File: config.mk
export PLATFORM = sky130hd
export DESIGN_NAME = impact_head_ctrl
export DESIGN_NICKNAME = d
export VERILOG_FILES = /design/src/rtl/impact_head_pkg.sv /design/src/rtl/impact_rr_arb2.sv /design/src/rtl/impact_head_ctrl.sv
export SDC_FILE = /design/constraint.sdc
export NUM_CORES = 1
export LEC_CHECK = 0
export CAP_MARGIN = 20
export CORE_UTILIZATION = 31
export DETAILED_ROUTE_END_ITERATION = 12
export PLACE_DENSITY_LB_ADDON = 0.3
export SLEW_MARGIN = 20
export SYNTH_ARGS = -nofsm -noshare
export SYNTH_HDL_FRONTEND = slang
export SYNTH_SLANG_ARGS = --single-unit
File: constraint.sdc
create_clock -name wb_clk_i -period 6.68 [get_ports wb_clk_i]
set_clock_uncertainty 0.2 [all_clocks]
set_input_delay 1.336 -clock wb_clk_i [delete_from_list [all_inputs] [get_ports wb_clk_i]]
set_output_delay 1.336 -clock wb_clk_i [all_outputs]
set_load 0.03 [all_outputs]
File: src/rtl/impact_head_pkg.sv
// Shared constants for the IMPACT head controller: register map, FSM states, STATUS layout.
// Optional operation counter is controlled by IMPACT_HEAD_CTRL_OPCNT_EN (see impact_head_ctrl).
package impact_head_pkg;

  localparam logic [1:0] REG_DATA   = 2'd0;
  localparam logic [1:0] REG_SOUTH  = 2'd1;
  localparam logic [1:0] REG_WEST   = 2'd2;
  localparam logic [1:0] REG_STATUS = 2'd3;

  typedef enum logic [1:0] {
    ST_IDLE    = 2'd0,
    ST_SETTLE  = 2'd1,
    ST_CAPTURE = 2'd2
  } state_e;

  localparam int STAT_BUSY      = 0;
  localparam int STAT_DONE      = 1;
  localparam int STAT_LAST      = 2;
  localparam int STAT_OPCNT_LSB = 16;
  localparam int STAT_CLR_OPCNT = 31;

endpackage

File: src/rtl/impact_rr_arb2.sv
// Two-way round-robin arbiter (WB vs pad) with a last-grant register that resets to pad,
// so the first tie goes to WB.
module impact_rr_arb2 (
  input  logic clk,
  input  logic rst,
  input  logic en,
  input  logic req_wb,
  input  logic req_pad,
  output logic gnt_wb,
  output logic gnt_pad,
  output logic last_pad_o
);

  logic last_pad_q, last_pad_d;

  // On a tie the requester that was not served last wins.
  assign gnt_wb  = en & req_wb  & (~req_pad | last_pad_q);
  assign gnt_pad = en & req_pad & (~req_wb  | ~last_pad_q);

  always_comb begin
    last_pad_d = last_pad_q;
    if (gnt_pad)     last_pad_d = 1'b1;
    else if (gnt_wb) last_pad_d = 1'b0;
  end

  // NOTE: sequential state is updated only with non-blocking assignments.
  always_ff @(posedge clk) begin
    if (rst) last_pad_q <= 1'b1;
    else     last_pad_q <= last_pad_d;
  end

  assign last_pad_o = last_pad_q;

endmodule

File: src/rtl/impact_head_ctrl.sv
// Sequencer/arbiter for the IMPACT head: grants WB or pad operand onto East, waits SETTLE_CYCLES,
// captures South/West and pulses irq_o. `define IMPACT_HEAD_CTRL_OPCNT_EN adds STATUS[31:16] op counter.
module impact_head_ctrl #(
  parameter logic [31:0] BASE_ADDR     = 32'h3000_0000,
  parameter int          SETTLE_CYCLES = 4
) (
  input  logic        wb_clk_i,
  input  logic        wb_rst_i,
  input  logic        wbs_cyc_i,
  input  logic        wbs_stb_i,
  input  logic        wbs_we_i,
  input  logic [31:0] wbs_adr_i,
  input  logic [31:0] wbs_dat_i,
  input  logic [3:0]  wbs_sel_i,
  output logic        wbs_ack_o,
  output logic [31:0] wbs_dat_o,
  input  logic        pad_valid_i,
  input  logic [31:0] pad_data_i,
  output logic        pad_ready_o,
  output logic [31:0] east_o,
  input  logic [31:0] south_i,
  input  logic [31:0] west_i,
  output logic        irq_o
);

  import impact_head_pkg::*;

  localparam logic [7:0] SETTLE_INIT = 8'(SETTLE_CYCLES - 1);

  state_e      state_q, state_d;
  logic [7:0]  cnt_q, cnt_d;
  logic [31:0] east_q, east_d;
  logic [31:0] south_q, south_d;
  logic [31:0] west_q, west_d;
  logic        done_q, done_d;
  logic        have_grant_q, have_grant_d;
  logic        irq_q, irq_d;
  logic        ack_q, ack_d;
  logic [31:0] dat_q, dat_d;

  logic        wb_hit, data_wr, other_acc, wr_status;
  logic        gnt_wb, gnt_pad, last_pad;
  logic [1:0]  reg_idx;
  logic [31:0] status_w, rdata;

  // Byte lanes and the low address bits carry no information for full-word registers.
  logic unused_ok;
  assign unused_ok = ^{wbs_sel_i, wbs_adr_i[1:0]};

  assign reg_idx   = wbs_adr_i[3:2];
  assign wb_hit    = wbs_cyc_i & wbs_stb_i & (wbs_adr_i[31:4] == BASE_ADDR[31:4]);
  assign data_wr   = wb_hit & wbs_we_i & (reg_idx == REG_DATA);
  // ack_q masks the second cycle of a classic cycle so each access acks exactly once.
  assign other_acc = wb_hit & ~data_wr & ~ack_q;
  assign wr_status = other_acc & wbs_we_i & (reg_idx == REG_STATUS);

  impact_rr_arb2 u_arb (
    .clk        (wb_clk_i),
    .rst        (wb_rst_i),
    .en         (state_q == ST_IDLE),
    .req_wb     (data_wr & ~ack_q),
    .req_pad    (pad_valid_i),
    .gnt_wb     (gnt_wb),
    .gnt_pad    (gnt_pad),
    .last_pad_o (last_pad)
  );

`ifdef IMPACT_HEAD_CTRL_OPCNT_EN
  logic [15:0] opcnt_q, opcnt_d;

  always_comb begin
    opcnt_d = opcnt_q;
    if (wr_status && wbs_dat_i[STAT_CLR_OPCNT]) opcnt_d = '0;
    if (state_q == ST_CAPTURE)                  opcnt_d = opcnt_q + 16'd1;
  end

  always_ff @(posedge wb_clk_i) begin
    if (wb_rst_i) opcnt_q <= '0;
    else          opcnt_q <= opcnt_d;
  end
`endif

  // Last-grant reads 0 until something has actually been granted, so STATUS is 0 out of reset.
  always_comb begin
    status_w                = '0;
    status_w[STAT_BUSY]     = (state_q != ST_IDLE);
    status_w[STAT_DONE]     = done_q;
    status_w[STAT_LAST]     = last_pad & have_grant_q;
`ifdef IMPACT_HEAD_CTRL_OPCNT_EN
    status_w[31:STAT_OPCNT_LSB] = opcnt_q;
`endif
  end

  always_comb begin
    rdata = '0;
    case (reg_idx)
      REG_DATA:   rdata = east_q;
      REG_SOUTH:  rdata = south_q;
      REG_WEST:   rdata = west_q;
      REG_STATUS: rdata = status_w;
      default:    rdata = '0;
    endcase
  end

  // NOTE: every next-state value starts from its current value, so no latch can be inferred.
  always_comb begin
    state_d      = state_q;
    cnt_d        = cnt_q;
    east_d       = east_q;
    south_d      = south_q;
    west_d       = west_q;
    done_d       = done_q;
    have_grant_d = have_grant_q | gnt_wb | gnt_pad;
    irq_d        = 1'b0;
    ack_d        = gnt_wb | other_acc;
    dat_d        = '0;

    if (other_acc && !wbs_we_i) dat_d = rdata;

    case (state_q)
      ST_IDLE: begin
        if (gnt_wb) begin
          east_d  = wbs_dat_i;
          cnt_d   = SETTLE_INIT;
          state_d = ST_SETTLE;
        end else if (gnt_pad) begin
          east_d  = pad_data_i;
          cnt_d   = SETTLE_INIT;
          state_d = ST_SETTLE;
        end
      end
      ST_SETTLE: begin
        if (cnt_q == 8'd0) state_d = ST_CAPTURE;
        else               cnt_d   = cnt_q - 8'd1;
      end
      ST_CAPTURE: begin
        south_d = south_i;
        west_d  = west_i;
        irq_d   = 1'b1;
        state_d = ST_IDLE;
      end
      default: state_d = ST_IDLE;
    endcase

    // Capture sets done after the clear so a simultaneous set wins.
    if (wr_status && wbs_dat_i[STAT_DONE]) done_d = 1'b0;
    if (state_q == ST_CAPTURE)             done_d = 1'b1;
  end

  always_ff @(posedge wb_clk_i) begin
    if (wb_rst_i) begin
      state_q      <= ST_IDLE;
      cnt_q        <= '0;
      east_q       <= '0;
      south_q      <= '0;
      west_q       <= '0;
      done_q       <= 1'b0;
      have_grant_q <= 1'b0;
      irq_q        <= 1'b0;
      ack_q        <= 1'b0;
      dat_q        <= '0;
    end else begin
      state_q      <= state_d;
      cnt_q        <= cnt_d;
      east_q       <= east_d;
      south_q      <= south_d;
      west_q       <= west_d;
      done_q       <= done_d;
      have_grant_q <= have_grant_d;
      irq_q        <= irq_d;
      ack_q        <= ack_d;
      dat_q        <= dat_d;
    end
  end

  assign pad_ready_o = gnt_pad & ~wb_rst_i;
  assign east_o      = east_q;
  assign irq_o       = irq_q;
  assign wbs_ack_o   = ack_q;
  assign wbs_dat_o   = dat_q;

endmodule
==> flow_summary.json <==
{
  "power.leakage_nw": 3.23,
  "postCtsSetupBuffers": 0,
  "die_w_um": 140,
  "grt_pass1_vias": 5715,
  "stdcell_area_um2": 8990,
  "status": "finished, final reports clean",
  "fmax_ghz": 0.198,
  "pwr-share-seq_pct": 40.0,
  "ctsHoldBuffers": 0,
  "slew_headroom_pct": 44.5,
  "critPathRequiredTime_ns": 5.14,
  "cp_max_fo": 5,
  "clockBufferDepth": 2,
  "yosysSeqAreaShare_pct": 48.2,
  "cts_sinks": 143,
  "coreArea_um2": 18700,
  "setup-violations-final": 0,
  "synth_warnings": 0,
  "io_pins": 237,
  "finalPower_w": 0.00233,
  "clkLatencyLatePin_ns": 0.41,
  "dp_hpwl_mm": 12.2,
  "fp.dieH_um": 140,
  "drive_above_1_share_pct": 6.74,
  "critPathCaptureType": "output pin",
  "grt_pass1_wl_mm": 29.6,
  "clk_pin_slew_worst_paths_ns": 0.06,
  "period_share_pct": 75.7,
  "drc": 0,
  "antenna_cells": 0,
  "final_antenna_net_count": 0,
  "combPwrFrac_pct": 17.4,
  "fillCellCount": 1846,
  "grt_use_total_pct": 19.4,
  "dr.pass1.iters": 4,
  "p_sw_w": 0.000612,
  "synth_edf_count": 0,
  "cts_buffers": 17,
  "rsz0062_at_grt": "no",
  "first_iter_violations": 225,
  "maxCapViolations": 0,
  "fin_setup_tns_ns": 0,
  "num_rows": 50,
  "async_reset_ff_share_pct": 0,
  "synth_area_um2": 5940,
  "internal-power_w": 0.00172,
  "grt.busiest_layer": "met2",
  "ctsRootBufferMaster": "clkbuf_16",
  "post_dp_cell_area_um2": 8370,
  "utilization_pct": 48.1,
  "avgRoutedWirePerCell_um": 15.8,
  "worst_slew_pin_slew_ns": 0.831,
  "p_clk_share_pct": 42.5,
  "post-place-cells": 1152,
  "final_nets": 1110,
  "start_kind": "primary input",
  "cts_tree": "yes",
  "grt_start_max_net_pins": 70,
  "synth_area_per_cell_um2": 8.08,
  "stdcell_count": 1184,
  "numPortBuffers": 230,
  "htreeDepth": 4,
  "dieArea_um2": 19700,
  "hold_class": "register to register",
  "min_period_ns": 5.06,
  "slew_viol_final": 0,
  "synth-main-ff-cell": "dfxtp_1",
  "global_route.usage.met3_pct": 4.38,
  "initial_core_util_pct": 31.7,
  "ys_ff_latch": 143,
  "syn_to_final_growth_pct": 51.5,
  "grt_util_met1_pct": 23.8,
  "use_met2_pct": 33.6,
  "ys_types": 40,
  "finalWirelength_mm": 18.7,
  "critPathKind": "primary input to output pin",
  "place.gp.congestion": 0.794,
  "drt-vias-per-instance": 4.91,
  "critPathArrivalTime_ns": 3.52,
  "hold_viol_final": 0,
  "power.density_nw_per_um2": 260,
  "cts_resized": 0,
  "sw_frac_of_total_pct": 26.2,
  "synthCells": 735,
  "grt.overflow.total": 0,
  "syn_nets": 907,
  "vdd_drop_max_uv": 148,
  "vias": 5818,
  "antenna_found_initial": 0
}
==> path summary, 6_finish.rpt <==
path	start	to	slack, ns	cells after the start
worst max-delay path	wbs_adr_i[4]	pad_ready_o	1.62	6
worst min-delay path	south_q[17]$_SDFFE_PP0P_	south_q[17]$_SDFFE_PP0P_	0.25	2
worst max register to register	state_q[0]$_SDFFE_PP0P_	east_o[2]$_SDFFE_PP0P_	3.86	6
worst min register to register	south_q[17]$_SDFFE_PP0P_	south_q[17]$_SDFFE_PP0P_	0.25	2
==> sequential cells by signal, summed over array words and instances, names as in the netlist, 2 cells and up <==
name,count
east_o,32
south_q,32
state_q,2
cnt_q,8
wbs_dat_o,32
west_q,32
==> worst max-delay path, stage by stage <==
cell	delay (ns)
clkdlybuf4s50_1	0.47
nor4_4	0.40
nand4_4	0.19
nor3_1	0.34
a211oi_1	0.13
clkdlybuf4s50_1	0.64
==> power by group through the flow <==
| stage | logic [W] | registers [W] | clock network [W] |
|---|---|---|---|
| 4_1_cts | 0.000410 | 0.000935 | 0.00101 |
| 3_5_place_dp | 0.000408 | 0.000953 | 0 |
| 2_1_floorplan | 0.000176 | 0.000989 | 0 |
| 6_report | 0.000407 | 0.000934 | 0.000992 |
| 3_3_place_gp | 0.000405 | 0.000952 | 0 |
| 5_1_grt | 0.000444 | 0.000940 | 0.00105 |
==> placed cells by master, fill, tap and decap left out, types with 3 or more instances in the layout <==
master / netlist / layout
nor3_1: 5 / 5
nor4_2: 3 / 3
buf_4: 0 / 9
clkinv_2: 0 / 4
inv_1: 8 / 8
clkdlybuf4s50_1: 0 / 227
dfxtp_1: 143 / 143
a31oi_1: 3 / 3
nand2_1: 198 / 198
bufinv_16: 0 / 4
nor2_1: 101 / 101
a211oi_1: 5 / 5
a311oi_1: 34 / 34
or2_2: 3 / 3
a21oi_1: 99 / 99
o32ai_1: 3 / 3
o21ai_0: 4 / 4
mux2i_1: 31 / 31
nor4_4: 4 / 4
nand2b_1: 4 / 3
nor2b_1: 7 / 5
clkbuf_16: 0 / 17
==> metrics by stage <==
| stage | hold WS (ns) | worst slack (ns) |
|---|---|---|
| 6_report | 0.252 | 1.62 |
| 5_1_grt | 0.266 | 1.44 |
| 4_1_cts | 0.255 | 1.59 |
| 3_5_place_dp | 0.247 | 1.60 |
| 3_3_place_gp | 0.241 | 1.58 |
| 2_1_floorplan | 0.233 | 2.55 |
==> Yosys cell counts, drive strengths merged (4+ instances only) <==
cell      n  area (µm²)
clkbuf   30         113
nor2    101         379
buf      25         119
dfxtp   143        2860
a211oi    6        50.1
a21oi    99         495
nor3      5        25.0
nor2b     7        43.8
a311oi   34         298
or2       4        25.0
o21ai     4        20.0
nor4      8         129
inv       8        30.0
mux2i    31         310
nand2   198         743
nand2b    4        25.0
==> layout make-up <==
class                           instances  area (µm²)  share of cell area, %
Inverter                                8        30.0                  0.334
Clock buffer                           17         425                   4.73
Sequential cell                       143        2860                   31.8
Clock inverter                         14         190                   2.11
Multi-Input combinational cell        529        2830                   31.5
Timing Repair Buffer                  239        2360                   26.3
Tap cell                              234         293                   3.26
==> layer usage <==
| metal | vias up | wire length [µm] |
|---|---|---|
| met1 | 2744 | 8310 |
| met4 | 0 | 167 |
| li1 | 2895 | - |
| met5 | - | 0 |
| met2 | 170 | 9200 |
| met3 | 9 | 1040 |
==> cell families after synthesis <==
group,share of synthesized area (%)
DFF,48.2
and+or+nand+nor,25.4
AOI/OAI and AO/OA,15.9
buffers and inverters,4.41
muxes,5.61
adders and majority gates,0.422
No activity file was read; power rests on OpenSTA's default activity.
